File: src/rtl/bus_arbiter.sv
// bus_arbiter: hands the shared system bus to one of NUM_MASTERS masters, round-robin, with split/recall.
// Latency: one cycle from request to grant; one dead TURN cycle after every release, split or revoke.
// Backpressure: a master holds mreq for its whole transaction; a split parks the owner until split_done.
//
// Ports:
//   clk, rstn           system clock, asynchronous active-low reset
//   mreq                per-master request, held high for the whole transaction
//   split               one-cycle pulse from the addressed slave: park the current owner
//   split_done(_id)     one-cycle pulse from a slave: the parked master (by index) may resume
//   mgrant              one-hot grant, all zero when idle
//   owner               index of the granted master, or of the last one when idle
//   bus_busy            high while any grant is active
//   split_pending       masters currently parked by a split
//   timeout             one-cycle pulse when the watchdog revokes a grant
//
// Optional feature macro: ARB_TIMEOUT_EN adds the ownership watchdog (TIMEOUT cycles) and the
// blocked-master mask. Without it, ownership is unlimited and timeout is tied low.
module bus_arbiter #(
   parameter int NUM_MASTERS = 2,
   parameter int TIMEOUT     = 256
) (
   input  logic                           clk,
   input  logic                           rstn,
   input  logic [NUM_MASTERS-1:0]         mreq,
   input  logic                           split,
   input  logic                           split_done,
   input  logic [$clog2(NUM_MASTERS)-1:0] split_done_id,
   output logic [NUM_MASTERS-1:0]         mgrant,
   output logic [$clog2(NUM_MASTERS)-1:0] owner,
   output logic                           bus_busy,
   output logic [NUM_MASTERS-1:0]         split_pending,
   output logic                           timeout
);

   localparam int ID_W = $clog2(NUM_MASTERS);

   localparam logic [1:0] ST_IDLE = 2'd0;
   localparam logic [1:0] ST_BUSY = 2'd1;
   localparam logic [1:0] ST_TURN = 2'd2;

   if (NUM_MASTERS < 2 || NUM_MASTERS > 8 || TIMEOUT < 4) begin : g_param_check
      $error("bus_arbiter: NUM_MASTERS must be 2..8 and TIMEOUT at least 4");
   end

   // Returns {found, index} of the first set bit of cand, scanning upward from start with wrap.
   // The scan runs from the farthest offset down so the nearest candidate is written last.
   function automatic logic [ID_W:0] rr_pick(input logic [NUM_MASTERS-1:0] cand,
                                             input logic [ID_W-1:0]        start);
      logic [ID_W:0] res;
      int            idx;
      res = '0;
      for (int i = NUM_MASTERS - 1; i >= 0; i--) begin
         idx = int'(start) + i;
         if (idx >= NUM_MASTERS) begin
            idx = idx - NUM_MASTERS;
         end
         if (cand[idx]) begin
            res = {1'b1, idx[ID_W-1:0]};
         end
      end
      return res;
   endfunction

   logic [1:0]             state_q,  state_d;
   logic [NUM_MASTERS-1:0] mgrant_q, mgrant_d;
   logic [ID_W-1:0]        owner_q,  owner_d;
   logic                   busy_q,   busy_d;
   logic [NUM_MASTERS-1:0] pend_q,   pend_d;
   logic [NUM_MASTERS-1:0] recall_q, recall_d;
   logic [ID_W-1:0]        rr_q,     rr_d;

   logic [NUM_MASTERS-1:0] elig;
   logic [NUM_MASTERS-1:0] rec_cand;
   logic [NUM_MASTERS-1:0] done_mask;
   logic [ID_W:0]          pick;
   logic [ID_W-1:0]        sel;
   logic                   leave;

`ifdef ARB_TIMEOUT_EN
   localparam int CNT_W = $clog2(TIMEOUT);

   logic [CNT_W-1:0]       cnt_q,     cnt_d;
   logic [NUM_MASTERS-1:0] blocked_q, blocked_d;
   logic                   timeout_q, timeout_d;
`endif

   // Only a master that is actually parked can be recalled; ids that match nothing
   // (not pending, or beyond NUM_MASTERS-1) simply produce an empty mask.
   always_comb begin
      done_mask = '0;
      for (int i = 0; i < NUM_MASTERS; i++) begin
         if (split_done && (split_done_id == ID_W'(i)) && pend_q[i]) begin
            done_mask[i] = 1'b1;
         end
      end
   end

   // Recalled masters outrank plain round-robin; among several recalls the
   // round-robin pointer still decides.
   always_comb begin
`ifdef ARB_TIMEOUT_EN
      elig = mreq & ~pend_q & ~blocked_q;
`else
      elig = mreq & ~pend_q;
`endif
      rec_cand = elig & recall_q;
      if (|rec_cand) begin
         pick = rr_pick(rec_cand, rr_q);
      end else begin
         pick = rr_pick(elig, rr_q);
      end
      sel = pick[ID_W-1:0];
   end

   always_comb begin
      state_d  = state_q;
      mgrant_d = mgrant_q;
      owner_d  = owner_q;
      busy_d   = busy_q;
      rr_d     = rr_q;
      pend_d   = pend_q & ~done_mask;
      recall_d = recall_q | done_mask;
      leave    = 1'b0;
`ifdef ARB_TIMEOUT_EN
      cnt_d     = cnt_q;
      // A revoked master is released from the block as soon as its request is seen low.
      blocked_d = blocked_q & mreq;
      timeout_d = 1'b0;
`endif

      case (state_q)
         // TURN arbitrates just like IDLE so the next grant lands right after the dead cycle.
         ST_IDLE, ST_TURN: begin
            if (pick[ID_W]) begin
               state_d       = ST_BUSY;
               mgrant_d      = '0;
               mgrant_d[sel] = 1'b1;
               owner_d       = sel;
               busy_d        = 1'b1;
               rr_d          = (sel == ID_W'(NUM_MASTERS - 1)) ? '0 : sel + ID_W'(1);
               recall_d[sel] = 1'b0;
`ifdef ARB_TIMEOUT_EN
               cnt_d         = '0;
`endif
            end else begin
               state_d  = ST_IDLE;
               mgrant_d = '0;
               busy_d   = 1'b0;
            end
         end

         ST_BUSY: begin
            // Release outranks split, which outranks the watchdog.
            if (!mreq[owner_q]) begin
               leave = 1'b1;
            end else if (split) begin
               leave           = 1'b1;
               pend_d[owner_q] = 1'b1;
            end
`ifdef ARB_TIMEOUT_EN
            else if (cnt_q == CNT_W'(TIMEOUT - 1)) begin
               leave              = 1'b1;
               timeout_d          = 1'b1;
               blocked_d[owner_q] = 1'b1;
            end else begin
               cnt_d = cnt_q + CNT_W'(1);
            end
`endif
            if (leave) begin
               state_d  = ST_TURN;
               mgrant_d = '0;
               busy_d   = 1'b0;
            end
         end

         default: begin
            state_d  = ST_IDLE;
            mgrant_d = '0;
            busy_d   = 1'b0;
         end
      endcase
   end

   always_ff @(posedge clk or negedge rstn) begin
      if (!rstn) begin
         state_q  <= ST_IDLE;
         mgrant_q <= '0;
         owner_q  <= '0;
         busy_q   <= 1'b0;
         pend_q   <= '0;
         recall_q <= '0;
         rr_q     <= '0;
      end else begin
         state_q  <= state_d;
         mgrant_q <= mgrant_d;
         owner_q  <= owner_d;
         busy_q   <= busy_d;
         pend_q   <= pend_d;
         recall_q <= recall_d;
         rr_q     <= rr_d;
      end
   end

`ifdef ARB_TIMEOUT_EN
   always_ff @(posedge clk or negedge rstn) begin
      if (!rstn) begin
         cnt_q     <= '0;
         blocked_q <= '0;
         timeout_q <= 1'b0;
      end else begin
         cnt_q     <= cnt_d;
         blocked_q <= blocked_d;
         timeout_q <= timeout_d;
      end
   end

   assign timeout = timeout_q;
`else
   assign timeout = 1'b0;
`endif

   assign mgrant        = mgrant_q;
   assign owner         = owner_q;
   assign bus_busy      = busy_q;
   assign split_pending = pend_q;

endmodule

File: config.mk
export PLATFORM = sky130hd
export DESIGN_NAME = bus_arbiter
export DESIGN_NICKNAME = d
export VERILOG_FILES = /design/src/rtl/bus_arbiter.sv
export SDC_FILE = /design/constraint.sdc
export NUM_CORES = 1
export LEC_CHECK = 0
export BUFFER_PORTS_ARGS = -buffer_cell sky130_fd_sc_hd__buf_2
export CAP_MARGIN = 25
export CORE_MARGIN = 3
export CORE_UTILIZATION = 33
export CTS_CLUSTER_DIAMETER = 200
export DETAILED_ROUTE_END_ITERATION = 8
export SLEW_MARGIN = 40
export SYNTH_ARGS = -nofsm -noshare
export SYNTH_HDL_FRONTEND = slang
export SYNTH_SLANG_ARGS = --single-unit
File: constraint.sdc
create_clock -name clk -period 2.75 [get_ports clk]
set_input_delay 0.1375 -clock clk [delete_from_list [all_inputs] [get_ports clk]]
set_output_delay 0.1375 -clock clk [all_outputs]
set_load 0.02 [all_outputs]
**After elaboration in Yosys (flattened, before gate mapping)**

Cells that the tools add are included.

- Register bits after elaboration: 11
- Output and inout port bits: 7

- Equal/unequal tests: 3
- Magnitude comparators: 10
- Add/subtract/negate cells: 4
- Mux-type cells: 49
- Bitwise operators: 10
- Reductions and logical operators: 10

Operator list:

| operator | number |
|---|---|
| $mux 32 | 6 |
| $lt 32x3->1 const B | 4 |
| $mux 2 | 13 |
| $mux 1 | 25 |
| $and 2x2->2 | 4 |
| $pmux 2 s2 | 2 |
| $logic_and 1x1->1 | 6 |
| $not 2->2 | 3 |
| $lt 1x2->1 const B | 2 |
| $or 2x2->2 | 2 |
| $reduce_or 2->1 | 2 |
| $sub 1x2->3 const B | 1 |
| $sub 2x2->3 const B | 1 |
| $add 1x1->2 const B | 1 |
| $demux 1 s1 | 2 |
| $eq 2x1->1 const B | 1 |
| $eq 2x2->1 const B | 1 |
| $ge 1x1->1 const B | 2 |
| $ge 1x2->1 const B | 1 |
| $ge 2x2->1 const B | 1 |
| $logic_not 2->1 | 1 |
| $ne 2x2->1 const B | 1 |
| $pmux 1 s2 | 1 |
| $reduce_and 2->1 | 1 |
| 2 further kinds | 2 |

**Logic depth before layout (Yosys ltp)**

- Word-level depth: 19
- Mapped depth: 3
- Mapped depth without buffers: 3

**Least setup slack after synthesis**

No wires, ideal clock.

- Kind: register to register
- Start point: reg bus_busy (netlist name)
- End point: reg recall_q[0]
- Cell stages (with the launch flop): 4
- Buffers on the path: 0
- Clock period less this slack: 1358 ps
- Data arrival time: 1231 ps
- Data required time: 2623 ps
- Path slack: 1392 ps
- Cell sequence: dfrtp_1 -> or3b_4 -> a311oi_2 -> nor2_1

RTL lines:

| element | line | source |
|---|---|---|
| to (signal assigned) | 199 | `recall_q <= recall_d;` |
| to (decl) | 69 | `logic [NUM_MASTERS-1:0] recall_q, recall_d;` |

==> metrics.txt <==
EDFF count, synth 0; HP Start split_done_id; Final Hold Viols 0; Residual DRC 0; FF-to-FF path depth 3; reg-to-reg slack, setup 1.35 ns; Setup Skew 0.00855 ns; Yosys reg bits 10; Post-Syn Nets 54; Area Overhead vs Synth 23.0%; # fillers 128; die height 45.3 um; crit path kind register to register; ant diodes 0; CTS sink count 10; drt pass-1 iters 4; Seq pwr share 40.6%; reg2reg end recall_q[0]$_DFF_PN0_; die area 2050 um2; Starting Density 36.9%; VDD IR-drop max 0.424 mV; Clock Pin Slew Worst Setup and Hold Paths 0.07 ns; synthesis warning total 0; CP Capture Type register; P_leak 0.323 nW; Max Fclk 713 MHz; met2 Use GR 16.4%; initial antenna violation count 0; most frequent cells in the layout buf_2, dfrtp_1, nand2b_1, o21ai_0; area of the core 1380 um2; Buffers on Ports 12; Top Usage Layer GRT met1; period utilisation layout 51.0%; Vias 436; GR Layer Usage met3 4.38%; status finished, final reports clean; Antenna Nets Post-Route 0; Setup violations, final 0; share of cells above drive strength 1 34.9%; Gate power share 40.3%; Via density 5.59; critical path fanouts, max 7; Root Buffer clkbuf_4; Routed WL per cell 13.5 um; grt total ovfl 0; final wirelength 1060 um; Hold WC Path Type primary input to register; most common cell after layout, fill and taps aside buf_2; Post-synth top flop dfrtp_1; CP arrival 1.54 ns; cts bufs inserted 3; Crit path required time 2.89 ns; switching share of power 38.6%; min cycle time layout 1.40 ns; Ports 14; Die Width 45.3 um; sw power 0.267 mW; post-layout util 45.4%; max_cap viols 0; row cnt 13; startpoint types register; Clk pwr share 19.1%; worst-skew pair later-pin latency 0.27 ns; 1st-iter DRT viols 11; leading area contributor after synthesis dfrtp_1; main area contributors after synthesis dfrtp_1, nand2b_1, a21o_1, o21ai_0, a311oi_2; met1 Usage GRT 18.7%; synthesized instance count 47; worst hold endpoint split_pending[0]$_DFF_PN0_; fin. max-slew vios 0; TNS Setup 0 ns; RR Startpoint bus_busy$_DFFE_PN0P_; hold-critical path depth 3; CTS tree done; Yosys top cell area share 49.0%; first-pass GRT wire length 1840 um; Post-Syn Area 510 um2; Synth Area per Inst 10.9 um2; Pwr per Cell Area 1100 nW/um2; Synth cell types 24; GRT Overall Usage 12.9%; RSZ-0062 raised after global routing false; clk buf depth 2; Max H-tree Level 1; register area share after synthesis 49.0%; Resized cells post-CTS 0; final net count 71; Async SR Flop Fraction 100%; largest net degree at the start of global routing 11; WHS 0.155 ns; vias in the first global route 410; Internal Power 0.424 mW; Placer Congestion 0.730
[critical path: stages (launching register included)]
cell      delay, ns
dfrtp_1        0.45
or3b_4         0.43
a311oi_2       0.31
nor2_1         0.08
[cell type report]
type	instances	area [um2]	share of cell area, %
sequential	10	250	39.8
timing repair buffer	13	70.1	11.2
clock buffer	4	36.3	5.78
tap	15	18.8	2.99
inverter	2	7.51	1.20
multi-input combinational	34	245	39.0
[state kept, by name (all words and copies together), names as in the netlist]
register / flops
mgrant: 2
recall_q: 2
split_pending: 2
bus_busy: 1
owner: 1
rr_q: 1
state_q: 1
[worst max-delay path by stage]
stage | start | end | slack (ns) | cells after the start
detailed placement | bus_busy$_DFFE_PN0P_ | recall_q[0]$_DFF_PN0_ | 1.37 | 3
finish | bus_busy$_DFFE_PN0P_ | recall_q[0]$_DFF_PN0_ | 1.35 | 3
global route | bus_busy$_DFFE_PN0P_ | recall_q[0]$_DFF_PN0_ | 1.28 | 3
floorplan | bus_busy$_DFFE_PN0P_ | recall_q[0]$_DFF_PN0_ | 1.39 | 3
global placement | bus_busy$_DFFE_PN0P_ | recall_q[0]$_DFF_PN0_ | 1.37 | 3
CTS | bus_busy$_DFFE_PN0P_ | recall_q[0]$_DFF_PN0_ | 1.35 | 3
[synth_stat cells, types with 2 or more instances]
cell / n
a21o_1: 3
a31oi_1: 2
dfrtp_1: 10
inv_1: 2
nand2b_1: 4
nor2_1: 3
nor2b_1: 2
o21ai_0: 4
or2b_1: 2
[through the flow]
stage	std cells	power [mW]	setup slack, ns	instance area [um2]
final	78	0.691	1.35	628
after global routing	78	0.745	1.28	628
after CTS	78	0.699	1.35	628
after detailed placement	73	0.563	1.37	582
after global placement	73	0.560	1.37	582
after floorplan	47	0.474	1.39	510
[per-layer routing]
metal / wire length (um) / vias up
met2: 443 / 14
met4: 14 / 0
li1: - / 203
met3: 67 / 4
met5: 0 / -
met1: 530 / 215
[timing repair]
item	in CTS	in global routing
setup buffers	0	0
hold endpoints to repair	10	0
hold buffers	1	0
[power by group through the flow]
stage                     clock [mW]  sequential [mW]  combinational [mW]
after floorplan                    0            0.317               0.157
after global routing           0.141            0.295               0.309
after CTS                      0.136            0.280               0.282
after detailed placement           0            0.283               0.281
after global placement             0            0.281               0.279
final                          0.132            0.281               0.278
[cell families after synthesis]
group / after synthesis / synth area share [%]
flops: 10 / 49.0
buf+inv: 3 / 2.94
other cells: 1 / 0.735
compound gates: 16 / 24.3
simple gates: 17 / 23.0
Note: power is estimated with default switching activity, not from simulation.
